[config.mk]
export PLATFORM = sky130hd
export DESIGN_NAME = dmem_ls_arbiter
export DESIGN_NICKNAME = d
export VERILOG_FILES = /design/src/rtl/ls_pkg.sv /design/src/rtl/ls_ctrl_pipe.sv /design/src/rtl/dmem_ls_arbiter.sv
export SDC_FILE = /design/constraint.sdc
export NUM_CORES = 1
export LEC_CHECK = 0
export BUFFER_PORTS_ARGS = -buffer_cell sky130_fd_sc_hd__buf_2
export CORE_UTILIZATION = 40
export DETAILED_ROUTE_END_ITERATION = 12
export GPL_ROUTABILITY_DRIVEN = 0
export GPL_TIMING_DRIVEN = 0
export PLACE_DENSITY_LB_ADDON = 0.08
export SYNTH_ARGS = -nofsm -noshare
export SYNTH_HDL_FRONTEND = slang
export SYNTH_SLANG_ARGS = --single-unit
[constraint.sdc]
create_clock -name clk -period 1.6 [get_ports clk]
set_input_delay 0.24 -clock clk [delete_from_list [all_inputs] [get_ports clk]]
set_output_delay 0.24 -clock clk [all_outputs]
set_load 0.005 [all_outputs]
[src/rtl/ls_pkg.sv]
// Shared types and helpers for the DMEM load/store arbiter: access sizes,
// DMA sequencer states, byte-enable generation and alignment checking.
package ls_pkg;

  typedef enum logic [1:0] {
    BYTE = 2'b00,
    HALF = 2'b01,
    WORD = 2'b10
  } ls_size_e;

  typedef enum logic [1:0] {
    IDLE,
    BURST,
    DONE
  } dma_state_e;

  // Size code 2'b11 falls through to the word case everywhere.
  function automatic logic [3:0] be_from_size(input logic [1:0] size, input logic [1:0] addr);
    logic [3:0] be;
    if (size == BYTE)      be = 4'b0001 << addr;
    else if (size == HALF) be = addr[1] ? 4'b1100 : 4'b0011;
    else                   be = 4'b1111;
    return be;
  endfunction

  function automatic logic is_misaligned(input logic [1:0] size, input logic [1:0] addr);
    logic mis;
    if (size == BYTE)      mis = 1'b0;
    else if (size == HALF) mis = addr[0];
    else                   mis = (addr != 2'b00);
    return mis;
  endfunction

endpackage

[src/rtl/ls_ctrl_pipe.sv]
// Two-stage EX->DF->WB register chain carrying DMEM controls (consumed in DF)
// and the load/DMA sideband (consumed in WB).
module ls_ctrl_pipe #(
  parameter int AW = 10
) (
  input  logic          clk,
  input  logic          rst,
  input  logic          ex_en,
  input  logic          ex_we,
  input  logic [3:0]    ex_be,
  input  logic [AW-1:0] ex_addr,
  input  logic          ex_su_load,
  input  logic          ex_uns,
  input  logic [1:0]    ex_rot,
  input  logic          ex_dma_rd,
  output logic          df_en,
  output logic          df_we,
  output logic [3:0]    df_be,
  output logic [AW-1:0] df_addr,
  output logic          wb_su_load,
  output logic          wb_uns,
  output logic [1:0]    wb_rot,
  output logic          wb_dma_rd
);

  logic       df_su_load;
  logic       df_uns;
  logic [1:0] df_rot;
  logic       df_dma_rd;

  always_ff @(posedge clk or posedge rst) begin
    if (rst) begin
      df_en      <= 1'b0;
      df_we      <= 1'b0;
      df_be      <= 4'b0000;
      df_addr    <= '0;
      df_su_load <= 1'b0;
      df_uns     <= 1'b0;
      df_rot     <= 2'b00;
      df_dma_rd  <= 1'b0;
    end else begin
      df_en      <= ex_en;
      df_we      <= ex_we;
      df_be      <= ex_be;
      df_addr    <= ex_addr;
      df_su_load <= ex_su_load;
      df_uns     <= ex_uns;
      df_rot     <= ex_rot;
      df_dma_rd  <= ex_dma_rd;
    end
  end

  always_ff @(posedge clk or posedge rst) begin
    if (rst) begin
      wb_su_load <= 1'b0;
      wb_uns     <= 1'b0;
      wb_rot     <= 2'b00;
      wb_dma_rd  <= 1'b0;
    end else begin
      wb_su_load <= df_su_load;
      wb_uns     <= df_uns;
      wb_rot     <= df_rot;
      wb_dma_rd  <= df_dma_rd;
    end
  end

endmodule

[src/rtl/dmem_ls_arbiter.sv]
// Single-port DMEM arbiter between the scalar-unit load/store path and the
// DMA burst engine, with a starvation guard so DMA always makes progress.
module dmem_ls_arbiter
  import ls_pkg::*;
#(
  parameter int ADDR_W     = 12,
  parameter int LEN_W      = 8,
  parameter int STARVE_MAX = 4
) (
  input  logic              clk,
  input  logic              rst,
  input  logic              su_valid,
  input  logic              su_load,
  input  logic [1:0]        su_size,
  input  logic              su_uns,
  input  logic [ADDR_W-1:0] su_addr,
  output logic              su_stall,
  output logic              su_misalign,
  input  logic              dma_req,
  input  logic              dma_wr,
  input  logic [ADDR_W-1:0] dma_addr,
  input  logic [LEN_W-1:0]  dma_len,
  output logic              dma_busy,
  output logic              dma_beat,
  output logic              dma_rd_valid,
  output logic              dma_done,
  output logic              dmem_en,
  output logic              dmem_we,
  output logic [3:0]        dmem_be,
  output logic [ADDR_W-3:0] dmem_addr,
  output logic [1:0]        ex_rot,
  output logic              ex_su_byte_ls,
  output logic              ex_su_half_ls,
  output logic [1:0]        wb_rot,
  output logic              wb_su_load,
  output logic              wb_su_uns_ls,
  output logic              ls_drive_ls
);

  localparam int WA_W = ADDR_W - 2;
  localparam int SC_W = $clog2(STARVE_MAX + 1);

  dma_state_e       state, state_next;
  logic [WA_W-1:0]  beat_addr;
  logic [LEN_W-1:0] count;
  logic             burst_wr;
  logic [SC_W-1:0]  starve_cnt;

  logic            misalign, su_ok, in_burst, starved;
  logic            dma_grant, su_grant, su_sub;
  logic            ex_en, ex_we, ex_su_load, ex_uns, ex_dma_rd;
  logic [3:0]      ex_be;
  logic [WA_W-1:0] ex_addr;
  logic [1:0]      ex_ls_rot;
  logic            wb_dma_rd, wb_uns;
  logic            unused_addr_lsbs;

  assign unused_addr_lsbs = ^dma_addr[1:0];

  // DMA takes the slot in BURST whenever the SU cannot use it, or when starved.
  assign misalign  = su_valid && is_misaligned(su_size, su_addr[1:0]);
  assign su_ok     = su_valid && !misalign;
  assign in_burst  = (state == BURST);
  assign starved   = (starve_cnt == SC_W'(STARVE_MAX));
  assign dma_grant = in_burst && (!su_ok || starved);
  assign su_grant  = su_ok && !dma_grant;
  assign su_sub    = (su_size == BYTE) || (su_size == HALF);

  assign su_stall      = su_ok && dma_grant;
  assign su_misalign   = misalign;
  assign dma_beat      = dma_grant;
  assign dma_busy      = (state != IDLE);
  assign dma_done      = (state == DONE);
  assign ex_rot        = (su_grant && su_sub) ? su_addr[1:0] : 2'b00;
  assign ex_su_byte_ls = su_grant && (su_size == BYTE);
  assign ex_su_half_ls = su_grant && (su_size == HALF);

  always_comb begin
    ex_en      = su_grant || dma_grant;
    ex_we      = 1'b0;
    ex_be      = 4'b0000;
    ex_addr    = '0;
    ex_su_load = 1'b0;
    ex_uns     = 1'b0;
    ex_ls_rot  = 2'b00;
    ex_dma_rd  = 1'b0;
    if (su_grant) begin
      ex_we      = !su_load;
      ex_be      = su_load ? 4'b0000 : be_from_size(su_size, su_addr[1:0]);
      ex_addr    = su_addr[ADDR_W-1:2];
      ex_su_load = su_load;
      ex_uns     = su_load && su_uns;
      ex_ls_rot  = su_load ? su_addr[1:0] : 2'b00;
    end else if (dma_grant) begin
      ex_we     = burst_wr;
      ex_be     = burst_wr ? 4'b1111 : 4'b0000;
      ex_addr   = beat_addr;
      ex_dma_rd = !burst_wr;
    end
  end

  always_ff @(posedge clk or posedge rst) begin
    if (rst) state <= IDLE;
    else     state <= state_next;
  end

  always_comb begin
    state_next = state;
    case (state)
      IDLE:    if (dma_req) state_next = BURST;
      BURST:   if (dma_grant && count == '0) state_next = DONE;
      DONE:    state_next = IDLE;
      default: state_next = IDLE;
    endcase
  end

  // Burst address wraps naturally at the DMEM size.
  always_ff @(posedge clk or posedge rst) begin
    if (rst) begin
      beat_addr <= '0;
      count     <= '0;
      burst_wr  <= 1'b0;
    end else if (state == IDLE && dma_req) begin
      beat_addr <= dma_addr[ADDR_W-1:2];
      count     <= dma_len;
      burst_wr  <= dma_wr;
    end else if (dma_grant) begin
      beat_addr <= beat_addr + 1'b1;
      count     <= count - 1'b1;
    end
  end

  always_ff @(posedge clk or posedge rst) begin
    if (rst)                                 starve_cnt <= '0;
    else if (dma_grant)                      starve_cnt <= '0;
    else if (in_burst && su_grant && !starved) starve_cnt <= starve_cnt + 1'b1;
  end

  ls_ctrl_pipe #(.AW(WA_W)) u_pipe (
    .clk        (clk),
    .rst        (rst),
    .ex_en      (ex_en),
    .ex_we      (ex_we),
    .ex_be      (ex_be),
    .ex_addr    (ex_addr),
    .ex_su_load (ex_su_load),
    .ex_uns     (ex_uns),
    .ex_rot     (ex_ls_rot),
    .ex_dma_rd  (ex_dma_rd),
    .df_en      (dmem_en),
    .df_we      (dmem_we),
    .df_be      (dmem_be),
    .df_addr    (dmem_addr),
    .wb_su_load (wb_su_load),
    .wb_uns     (wb_uns),
    .wb_rot     (wb_rot),
    .wb_dma_rd  (wb_dma_rd)
  );

  assign dma_rd_valid = wb_dma_rd;
  assign wb_su_uns_ls = wb_uns;
  assign ls_drive_ls  = wb_su_load;

endmodule

======== Word level (Yosys, flattened, before mapping) ========
Cells that the tools add are included.
word-level totals
  flip-flop bits (word level) ............. 50
  input bits .............................. 41
  output and inout port bits .............. 31
  word-level logic and storage cells ...... 86
cells by class
  add/subtract/negate cells ............... 3
  equal/unequal tests ..................... 6
  shift operators ......................... 1
  mux-type cells .......................... 29
  reductions and logical operators ........ 30
operators by type and width
  kind                     count
  $mux W10                 4
  $mux W4                  7
  $mux W8                  2
  $logic_and A1 B1 Y1      13
  $add A10 B1 Y10 const B  1
  $mux W2                  5
  $logic_not A8 Y1         1
  $mux W1                  8
  $reduce_bool A2 Y1       4
  $sub A8 B1 Y8 const B    1
  $logic_not A1 Y1         6
  $mux W3                  2
  $eq A2 B1 Y1 const B     2
  $logic_not A2 Y1         2
  $pmux W2 S2              1
  $shl A1 B2 Y4 const A    1
  $add A3 B1 Y3 const B    1
  $eq A3 B3 Y1 const B     1
  $logic_or A1 B1 Y1       3
  $eq A2 B2 Y1 const B     1
  $ne A2 B1 Y1 const B     1
  $ne A2 B2 Y1 const B     1
  $reduce_and A2 Y1        1

======== Depth between registers and ports, before layout ========
Gate-level depths: netlist of the first run.
  depth after elaboration ................. 15
  depth in mapped cells ................... 8
  gate-level depth less buffers ........... 7

======== Cells and area by module ========
From an unflattened synthesis of the first run, not the netlist that was laid out.
second synthesis, totals
  cell total of the unflattened synthesis .. 228
  area total of the unflattened synthesis .. 2,326.0 um2
modules (own cells, without submodules)
  module           times used  cells an instance  area an instance (um2)  seq. area each (um2)
  dmem_ls_arbiter  1           201                1,671.6                 600.6
  ls_ctrl_pipe     1           27                 654.4                   650.6

======== Least setup slack after synthesis of the first run ========
Ideal clock, no wire load.
  path kind ............................... reg-to-reg
  from .................................... reg starve_cnt[0]
  to ...................................... reg u_pipe.df_addr[0]
  library setup time ...................... 121 ps
  arrival ................................. 1,630 ps
  required time ........................... 1,479 ps
  path slack .............................. -151 ps
  stages on the path, launching flop included .. 8
  buffers on the path ..................... 1
  clock period less this slack ............ 1,751 ps
  path through ............................ dfrtp_1 -> inv_1 -> ha_1 -> a21bo_2 -> o31ai_4 -> inv_2 -> buf_4 -> a22o_1
on the way
  cells in the longest elaborated chain, start to end .. 6
  elaborated cells between the ends (all ways) .. 7
  classes of those cells .................. eq/ne (1); mux (2); reduce/logical (4)
ends and longest elaborated chain
  item                    RTL line                source
  from (decl)             dmem_ls_arbiter.sv:47   logic [SC_W-1:0] starve_cnt;
  from (signal assigned)  dmem_ls_arbiter.sv:136  else if (in_burst && su_grant && !starved) starve_cnt <= starve_cnt + 1'b1;
  $eq A3 B3 Y1 *          dmem_ls_arbiter.sv:64   assign starved = (starve_cnt == SC_W'(STARVE_MAX));
  $logic_or A1 B1 Y1 *    dmem_ls_arbiter.sv:65   assign dma_grant = in_burst && (!su_ok || starved);
  $logic_and A1 B1 Y1 *   dmem_ls_arbiter.sv:65
  net dma_beat            dmem_ls_arbiter.sv:24   output logic dma_beat,
  $logic_not A1 Y1        dmem_ls_arbiter.sv:66   assign su_grant = su_ok && !dma_grant;
  $logic_and A1 B1 Y1     dmem_ls_arbiter.sv:66
  $mux W10 *              dmem_ls_arbiter.sv:87   if (su_grant) begin
  net ex_addr[0]          dmem_ls_arbiter.sv:53   logic [WA_W-1:0] ex_addr;
  to (signal assigned)    ls_ctrl_pipe.sv:45      df_addr <= ex_addr;
  to (decl)               ls_ctrl_pipe.sv:19      output logic [AW-1:0] df_addr,
The timed path passes the listed nets; every way through them passes the cells marked *.
A chain may end at the register's enable or synchronous reset.

======== Final worst setup path of the first run ========
  from .................................... reg starve_cnt[0]
  to ...................................... out dma_beat
on the way
  cells in the longest elaborated chain, start to end .. 3
ends and longest elaborated chain
  item                 RTL line
  $eq A3 B3 Y1         dmem_ls_arbiter.sv:64
  $logic_or A1 B1 Y1   dmem_ls_arbiter.sv:65
  $logic_and A1 B1 Y1  dmem_ls_arbiter.sv:65
  to (decl)            dmem_ls_arbiter.sv:24
Every way passes these cells.

==> results.tsv, run 1 <==
metric	value	unit
Slew HR	65.4	%
Die Y	79.3	µm
Mapped Cells	231	
vias in the first global route	1871	
via count	2150	
Reg2Reg Setup Slack	-0.35	ns
FF+latch count, synth	50	
Post-synth EDFFs	0	
Slew @ Worst Pin	0.518	ns
Initial Utilization	42.3	%
Final Skew	0.00439	ns
post-DR vias/cell	5.23	
top_reg_cell synth	dfrtp_1	
port buffer count	69	
register area share after synthesis	52.4	%
commonest non-fill, non-tap cell in the layout	buf_2	
Final ANT Viol Nets	0	
post-synthesis adder-cell area fraction	2.62	%
hold_sp	dma_wr	
GRT Total Usage	19.7	%
Rows	27	
first-pass GRT wire length	9.29	mm
mean post-synth cell area	10.3	µm²
largest family of logic cells by synthesized area	compound AO/OA/AOI/OAI gates	
FMAX	490	MHz
# setup viols final	41	
root buffer cell	clkbuf_8	
crit path DAT	1.80	ns
Synth Warn #	0	
XOR/XNOR share of the synthesized area	1.47	%
largest net degree at the start of global routing	28	
peak supply drop	797	µV
CP Launch Type	flip-flop	
Post-Synth Simple-Gate Area	19.0	%
post-synthesis net count	277	
Crit Path Class	reg2out	
Cell Count Post-Placement	373	
Core Util, Final	61.8	%
die area	6280	µm²
TNS Setup	-10.86	ns
routed len/inst	15.7	µm
most frequent cells in the layout	buf_2 (67), dfrtp_1 (47), nand2_1 (20), nor2_1 (16)	
crit share post-route	128	%
DRT Pass-1 Iters	4	
clk sink count	50	
Tmin final	2.04	ns
clk slew on worst S/H paths	0.09	ns
GRT Residual Overflow	0	
Design Power	5.71	mW
Final Hold Fails	0	
H-Tree Depth	2	
starting DRC count in detailed routing	95	
WHS Endpoint	burst_wr$_DFFE_PP0P_	
Die X	79.3	µm
maximum clock insertion buffer count	2	
mux share of post-synthesis cell area	0.891	%
fraction of registers with async set/reset	100	%
Num CTS Buffers	5	
RSZ-0062 raised after global routing	yes	
Slew Viols, Final	0	
Layout Cells excl Fill	411	
fill count	472	
Max FO, Critical Path	3	
Leakage	1.64	nW
worst reg2reg endpoint	beat_addr[3]$_DFFE_PP0P_	
io pins	72	
DRC	0	
area grow syn2layout	46.0	%
CORE AREA	5640	µm²
Antenna Diode Count	0	
DP Worst Slack	-0.397	ns
CTS tree	yes	
Pwr Density	1640	nW/µm²
layout net count	384	
Synth Cell Area	2390	µm²
outcome	complete, but fails checks	
Worst EP required	1.36	ns
r2r startpoint	starve_cnt[0]$_DFFE_PP0P_	
count of different cell masters after synthesis	51	
Hold Path Depth	3	
share of layout cells above drive strength 1	46.0	%
HP Class	in2reg	
post-synthesis compound-gate area fraction	19.3	%
reg2reg path depth	11	
fin worst setup slack	-0.440	ns
DP HPWL	4.08	mm
WL final	6.44	mm
number of max-cap violations	0	
antenna violations before repair	0	
crit end category	output port	
worst skew pair latency	0.30	ns
failing checks	setup timing	
## timing repair
action | in CTS | in global routing
buffers inserted | 18 | 12
endpoints found under the setup margin | 45 | 45
gates resized for setup | 44 | 39
pin swaps | 14 | 20
gates cloned | 1 | 1
hold endpoints to repair | 23 | 0
hold buffers | 1 | 0
## Yosys cell counts (2+ instances only)
cell type	n	area [µm²]
a211o_1	2	17.5
a21bo_2	2	20.0
a21oi_1	10	50.1
a22o_1	9	78.8
a31oi_1	10	62.6
and2_1	5	31.3
and3_1	3	18.8
buf_4	2	15.0
buf_6	3	33.8
clkbuf_1	5	18.8
dfrtp_1	50	1250
ha_1	5	62.6
inv_1	9	33.8
nand2_1	21	78.8
nand2b_1	4	25.0
nand3_1	5	25.0
nand3b_1	2	15.0
nand4_1	3	18.8
nor2_1	16	60.1
nor2b_1	3	18.8
nor3b_1	3	22.5
o21ai_0	13	65.1
o21ai_1	4	20.0
o31ai_1	4	30.0
or2_2	2	12.5
or3_1	4	25.0
or4_1	6	45.0
xnor2_1	3	26.3
## per-stage QoR
step | instance area, µm² | hold WS (ns)
detailed placement | 2860 | 0.305
CTS | 3300 | 0.114
finish | 3490 | 0.134
global route | 3490 | 0.126
global placement | 2840 | 0.331
floorplan | 2400 | 0.331
## cell type report
type / instances / area [µm²] / area share (%)
sequential: 50 / 1250 / 36.0
buffer: 10 / 116 / 3.34
inverter: 10 / 40.0 / 1.15
clock buffer: 6 / 72.6 / 2.08
clock inverter: 2 / 37.5 / 1.08
multi-input combinational: 161 / 1180 / 33.9
timing repair buffer: 100 / 692 / 19.8
tap: 72 / 90.1 / 2.58
## where the power goes
part	switching, mW	internal, mW	leakage [nW]	total (mW)
Clock	0.428	0.467	0.0514	0.895
Combinational	1.22	1.47	0.988	2.69
Sequential	0.392	1.74	0.600	2.13
## state kept, by name, indices dropped and copies added (netlist names), 2 cells and up
register        count
count               8
u_pipe.df_addr     10
u_pipe.df_rot       2
beat_addr          10
u_pipe.df_be        4
starve_cnt          3
u_pipe.wb_rot       2
state               2
## routing by layer
layer | routed length (µm) | share of wire, % | track usage (%) | vias up
li1 | - | - | - | 1050
met1 | 2880 | 45 | 27.2 | 1036
met2 | 3280 | 51 | 31.5 | 57
met3 | 203 | 3.2 | 2.87 | 7
met4 | 83 | 1.3 | 6.91 | 0
met5 | 0 | 0 | 0 | -
## worst max-delay path by stage
stage	from	to	slack, ns	depth (start not counted)
CTS	starve_cnt[1]$_DFFE_PP0P_	su_stall	-0.44	8
detailed placement	starve_cnt[0]$_DFFE_PP0P_	su_stall	-0.40	8
floorplan	starve_cnt[0]$_DFFE_PP0P_	u_pipe.df_addr[6]$_DFF_PP0_	-0.10	7
global placement	rst	u_pipe.df_en$_DFF_PP0_	-0.55	2
finish	starve_cnt[0]$_DFFE_PP0P_	dma_beat	-0.44	8
global route	starve_cnt[0]$_DFFE_PP0P_	dma_beat	-0.48	8
## worst max-delay path, stage by stage (launching register included)
cell	delay [ns]
dfrtp_1	0.38
inv_2	0.06
ha_4	0.16
a21bo_4	0.22
o31ai_4	0.24
buf_4	0.17
inv_4	0.04
buf_8	0.11
buf_6	0.10
## cells by family (layout without fill, tap and decap cells)
| group | after synthesis | count (layout) |
|---|---|---|
| mux | 2 | 2 |
| flops | 50 | 50 |
| fa+ha+maj | 5 | 5 |
| buf+inv | 20 | 128 |
| simple gates | 84 | 84 |
| xor+xnor | 4 | 4 |
| compound gates | 66 | 66 |
Note: power is estimated with default switching activity, not from simulation.
==> run 2, diff against run 1 <==
Settings changed: CAP_MARGIN set to 30, PLACE_DENSITY set to 0.65, PLACE_DENSITY_LB_ADDON 0.08 to unset.
==> run 2 against run 1 <==
Net effect: core utilization down 0.47 points; maximum frequency down 0.27%; die area unchanged; setup slack worse by 0.0055 ns; highest routed layer unchanged; sequential power about the same; sequential share of layout area up 0.24 points; the run still ends with setup timing left; clock skew up 0.0080 ns; design area down 0.75%; sequential cell count unchanged; clock power down 0.6%.
==> results.tsv, run 2 (same netlist as run 1, synthesis figures left out) <==
metric	value	unit	change
H-Tree Depth	2		unchanged
crit path DAT	1.81	ns	about the same
design area	3460	µm²	-0.75%
Placed Area	2860	µm²	unchanged
port buffer count	69		unchanged
failing checks	setup timing		
Hold Path Depth	2		-1
TNS Setup	-9.46	ns	+1.39 ns
# setup viols final	40		-2.4%
maximum clock insertion buffer count	2		unchanged
root buffer cell	clkbuf_8		
GRT Total Usage	20.3	%	+0.54 points
Most common cell on crit path	buf_6		
Layout Cells excl Fill	411		unchanged
post-DR vias/cell	5.27		+0.74%
starting DRC count in detailed routing	84		-12%
Leakage	1.62	nW	-1.0%
antenna violations before repair	0		unchanged
outcome	complete, but fails checks		
Worst EP required	1.36	ns	about the same
Cell Chain, Critical Path	inv_2, ha_4, a21bo_4, o31ai_4, buf_4, inv_4, buf_6, buf_6		
Slew @ Worst Pin	0.401	ns	-0.116 ns
FMAX	489	MHz	-0.27%
CP max-delay cell	dfrtp_1		
GRT Residual Overflow	0		unchanged
r2r startpoint	starve_cnt[0]$_DFFE_PP0P_		
hold_sp	su_addr[6]		
Final ANT Viol Nets	0		unchanged
worst reg2reg endpoint	u_pipe.df_be[2]$_DFF_PP0_		
max incr delay on CP	0.38	ns	about the same
HP Class	in2reg		
DP Worst Slack	-0.406	ns	-0.00892 ns
WHS Endpoint	u_pipe.df_addr[4]$_DFF_PP0_		
Cell Count Post-Placement	373		unchanged
largest net degree at the start of global routing	35		+25%
Rows	27		unchanged
Antenna Diode Count	0		unchanged
DRC	0		unchanged
Max FO, Critical Path	4		+1
fin worst setup slack	-0.446	ns	-0.00555 ns
Die X	79.3	µm	unchanged
routed len/inst	15.4	µm	-1.8%
peak supply drop	847	µV	+6.4%
share of layout cells above drive strength 1	46.6	%	+0.59 points
Pwr Density	1610	nW/µm²	-1.8%
CTS tree	yes		
Crit Path Class	reg2out		
clk slew on worst S/H paths	0.10	ns	about the same
Reg2Reg Setup Slack	-0.34	ns	about the same
area grow syn2layout	44.9	%	
commonest non-fill, non-tap cell in the layout	buf_2		
io pins	72		unchanged
DP HPWL	3.99	mm	-2.3%
Num CTS Buffers	5		unchanged
Tmin final	2.05	ns	+0.00555 ns
vias in the first global route	2044		+9.2%
number of max-cap violations	0		unchanged
Top Registers	beat_addr (10), u_pipe.df_addr (10), count (8)		
crit share post-route	128	%	+0.35 points
Die Y	79.3	µm	unchanged
via count	2166		+0.74%
worst skew pair latency	0.30	ns	about the same
fill count	468		-0.85%
RSZ-0062 raised after global routing	yes		
most frequent cells in the layout	buf_2 (68), dfrtp_1 (48), nand2_1 (20), buf_4 (18), buf_6 (15)		
Core Util, Final	61.3	%	-0.47 points
Slew HR	73.2	%	+7.8 points
crit end category	output port		
Final Hold Fails	0		unchanged
clk sink count	50		unchanged
DRT Pass-1 Iters	4		unchanged
layout net count	384		unchanged
WL final	6.33	mm	-1.8%
Slew Viols, Final	0		unchanged
CORE AREA	5640	µm²	unchanged
CP Launch Type	flip-flop		
reg2reg path depth	10		-1
die area	6280	µm²	unchanged
Initial Utilization	42.3	%	unchanged
Final Skew	0.0124	ns	+0.00805 ns
first-pass GRT wire length	9.80	mm	+5.5%
[run 2: timing repair]
action                                  in CTS  in global routing
resized for setup                           44                 32
hold buffers                                 1                  0
endpoints found under the hold margin       16                  0
pin swaps                                   13                  8
buffers inserted                            21                  6
cloned                                       1                  1
endpoints found under the setup margin      45                 45
[run 2: where the power goes]
group	leakage (nW)	switching [mW]	total (mW)	internal [mW]
clock network	0.0514	0.423	0.890	0.467
logic	0.971	1.18	2.55	1.37
registers	0.601	0.391	2.12	1.73
total	1.62	2.00	5.57	3.57
[run 2: worst max-delay path by stage]
stage | from | to | slack [ns] | depth (start not counted)
2_1_floorplan | starve_cnt[0]$_DFFE_PP0P_ | u_pipe.df_addr[6]$_DFF_PP0_ | -0.10 | 7
3_3_place_gp | rst | u_pipe.df_en$_DFF_PP0_ | -0.51 | 2
3_5_place_dp | starve_cnt[0]$_DFFE_PP0P_ | su_stall | -0.41 | 8
4_1_cts | starve_cnt[0]$_DFFE_PP0P_ | dma_beat | -0.42 | 8
5_1_grt | starve_cnt[0]$_DFFE_PP0P_ | dma_beat | -0.53 | 8
6_report | starve_cnt[0]$_DFFE_PP0P_ | dma_beat | -0.45 | 8
[run 2: worst max-delay path, delay by kind of cell, from the launching register on]
family	cells	cell delay, ns
compound gates	2	0.47
buf+inv	5	0.49
fa+ha+maj	1	0.16
flops	1	0.38
[run 2: cell type report]
cell class / instances / area [µm²] / area share [%]
flip-flops and latches: 50 / 1250 / 36.2
clock inverters: 2 / 37.5 / 1.08
well taps: 72 / 90.1 / 2.60
repair buffers: 100 / 641 / 18.5
inverters: 10 / 40.0 / 1.16
clock buffers: 6 / 72.6 / 2.10
plain buffers: 10 / 119 / 3.43
multi-input cells: 161 / 1210 / 34.9
[run 2: through the flow]
step | hold slack [ns] | total power [mW]
floorplan | 0.331 | 3.27
global placement | 0.332 | 3.83
detailed placement | 0.262 | 3.90
CTS | 0.135 | 5.24
global route | 0.146 | 5.95
finish | 0.142 | 5.57
[run 2: routing by layer]
layer,track usage (%),wire (µm),vias up,part of all wire (%)
met4,9.82,135,0,2.1
li1,-,-,1045,-
met5,0,0,-,0
met2,33.7,3120,78,49
met1,25.1,2740,1025,43
met3,3.91,327,18,5.2
==> run 3, diff against run 2 <==
Settings changed: CAP_MARGIN 30 to 10, CTS_CLUSTER_SIZE set to 20, REMOVE_ABC_BUFFERS set to 1.
==> run 3 against run 2 <==
Net effect: the run still ends with setup timing left; setup slack better by 0.14 ns; die area unchanged; design area down 1.7%; final cell count down 1.9%; combinational power down 5%; sequential share of layout area up 0.61 points; sequential power about the same; count of clock-buffer cells in the layout down 1; register-to-register slack better by 0.06 ns; wire length down 5.7%; power down 2.2%; largest cell class unchanged.
==> results.tsv, run 3 (same netlist as run 1, synthesis figures left out) <==
metric	value	unit	change
Reg2Reg Setup Slack	-0.28	ns	+0.06 ns
DP HPWL	3.55	mm	-11%
Rows	27		unchanged
WHS Endpoint	count[5]$_DFFE_PP0P_		
Final ANT Viol Nets	0		unchanged
WL final	5.97	mm	-5.7%
Die X	79.3	µm	unchanged
first-pass GRT wire length	9.05	mm	-7.7%
Layout Cells excl Fill	403		-1.9%
Seq pwr share	38.7	%	+0.6 points
Antenna Diode Count	0		unchanged
# setup viols final	42		+5.0%
Sw Ratio	35.6	%	-0.22 points
port buffer count	69		unchanged
vias in the first global route	1919		-6.1%
Hold Path Depth	3		+1
CTS tree	yes		
Leakage	1.58	nW	-2.9%
area grow syn2layout	42.5	%	
HP Class	in2reg		
fill count	471		+0.64%
commonest non-fill, non-tap cell in the layout	buf_2		
Pwr Density	1600	nW/µm²	-0.55%
share of layout cells above drive strength 1	43.8	%	-2.8 points
crit path DAT	1.66	ns	-0.15 ns
switching power	1.94	mW	-2.8%
hold_sp	dma_len[5]		
peak supply drop	844	µV	-0.46%
layout net count	376		-2.1%
fin worst setup slack	-0.301	ns	+0.145 ns
Final Skew	0.00670	ns	-0.00574 ns
failing checks	setup timing		
Num CTS Buffers	5		unchanged
RSZ-0062 raised after global routing	yes		
crit end category	output port		
via count	2120		-2.1%
io pins	72		unchanged
r2r startpoint	starve_cnt[1]$_DFFE_PP0P_		
antenna violations before repair	0		unchanged
clk slew on worst S/H paths	0.09	ns	about the same
outcome	complete, but fails checks		
GRT Total Usage	19.1	%	-1.2 points
Slew @ Worst Pin	0.389	ns	-0.0123 ns
TNS Setup	-6.37	ns	+3.09 ns
reg2reg path depth	8		-2
Slew Viols, Final	0		unchanged
footprint of the multi-input gates	1210	µm²	+0.31%
Clock Power Share	16.6	%	+0.6 points
most frequent cells in the layout	buf_2 (68), dfrtp_1 (48), nand2_1 (21), buf_6 (17), nor2_1 (14)		
GRT Residual Overflow	0		unchanged
CORE AREA	5640	µm²	unchanged
Initial Utilization	42.3	%	unchanged
starting DRC count in detailed routing	66		-21%
Final Hold Fails	0		unchanged
Crit Path Class	reg2out		
CP Launch Type	flip-flop		
root buffer cell	clkbuf_8		
post-DR vias/cell	5.26		-0.18%
routed len/inst	14.8	µm	-3.8%
H-Tree Depth	2		unchanged
P_int	3.50	mW	-1.9%
Worst EP required	1.36	ns	about the same
clk sink count	50		unchanged
crit share post-route	119	%	-9.0 points
Top Registers	beat_addr (10), u_pipe.df_addr (10), count (8)		
largest net degree at the start of global routing	34		-2.9%
FMAX	526	MHz	+7.6%
Cell Count Post-Placement	364		-2.4%
Tmin final	1.90	ns	-0.145 ns
number of max-cap violations	0		unchanged
Slew HR	73.8	%	+0.64 points
maximum clock insertion buffer count	2		unchanged
worst skew pair latency	0.31	ns	about the same
Die Y	79.3	µm	unchanged
DRT Pass-1 Iters	4		unchanged
Comb pwr share	44.7	%	-1.2 points
DRC	0		unchanged
Reg area	1250	µm²	unchanged
worst reg2reg endpoint	beat_addr[7]$_DFFE_PP0P_		
die area	6280	µm²	unchanged
Max FO, Critical Path	3		-1
run 3: changes by cell type in the layout (fill, tap and decap cells not counted), sizes merged:
cell      change
or3b          +1
clkbuf        -5
clkinvlp      +1
o31ai         +1
buf           -6
run 3: worst max path at each step:
stage,start,endpoint,slack [ns],cells past startpoint
detailed placement,starve_cnt[0]$_DFFE_PP0P_,u_pipe.df_be[1]$_DFF_PP0_,-1.09,7
finish,starve_cnt[1]$_DFFE_PP0P_,dma_beat,-0.30,7
global route,starve_cnt[1]$_DFFE_PP0P_,u_pipe.df_be[2]$_DFF_PP0_,-0.37,9
global placement,starve_cnt[0]$_DFFE_PP0P_,u_pipe.df_be[2]$_DFF_PP0_,-1.03,7
CTS,starve_cnt[1]$_DFFE_PP0P_,starve_cnt[1]$_DFFE_PP0P_,-0.31,13
floorplan,starve_cnt[0]$_DFFE_PP0P_,u_pipe.df_be[2]$_DFF_PP0_,-0.55,7
run 3: power by group through the flow:
stage,registers [mW],logic (mW),clock network [mW]
final,2.11,2.43,0.902
after global routing,2.17,2.67,0.963
after CTS,2.09,2.21,0.917
after detailed placement,2.10,1.68,0
after floorplan,2.05,1.12,0
after global placement,2.08,1.62,0
run 3: layer usage:
metal	wire length, µm	GRT usage [%]	vias to the layer above
met5	0	0	-
met4	85	5.45	0
met3	313	5.52	7
met2	2920	30.6	59
met1	2650	25.0	1021
li1	-	-	1033
run 3: repair_timing:
item	4_1_cts	5_1_grt
hold endpoints to repair	17	0
pin swaps	13	18
gates cloned	1	1
setup endpoints to repair	42	42
hold buffers	1	0
buffers inserted	25	4
resized for setup	36	26
run 3: metrics by stage:
stage	util (%)	hold WS (ns)	cell area, µm²	power [mW]	setup slack [ns]
after CTS	57.8	0.120	3260	5.22	-0.308
after floorplan	-	0.331	2320	3.17	-0.553
final	60.3	0.124	3400	5.45	-0.301
after detailed placement	49.3	0.246	2780	3.78	-1.09
after global routing	60.3	0.134	3400	5.81	-0.370
after global placement	48.9	0.332	2760	3.70	-1.03
run 3: final cells by class:
cell class	count	area share, %
Timing Repair Buffer	100	20.3
Tap cell	72	2.65
Clock inverter	3	1.32
Clock buffer	5	2.02
Inverter	10	1.25
Multi-Input combinational cell	163	35.6
Sequential cell	50	36.8
run 3: worst max-delay path, stage by stage (launching register included):
cell	delay, ns
dfrtp_1	0.39
inv_2	0.07
ha_4	0.16
a21bo_4	0.21
o31ai_4	0.21
buf_6	0.15
inv_6	0.04
buf_6	0.10
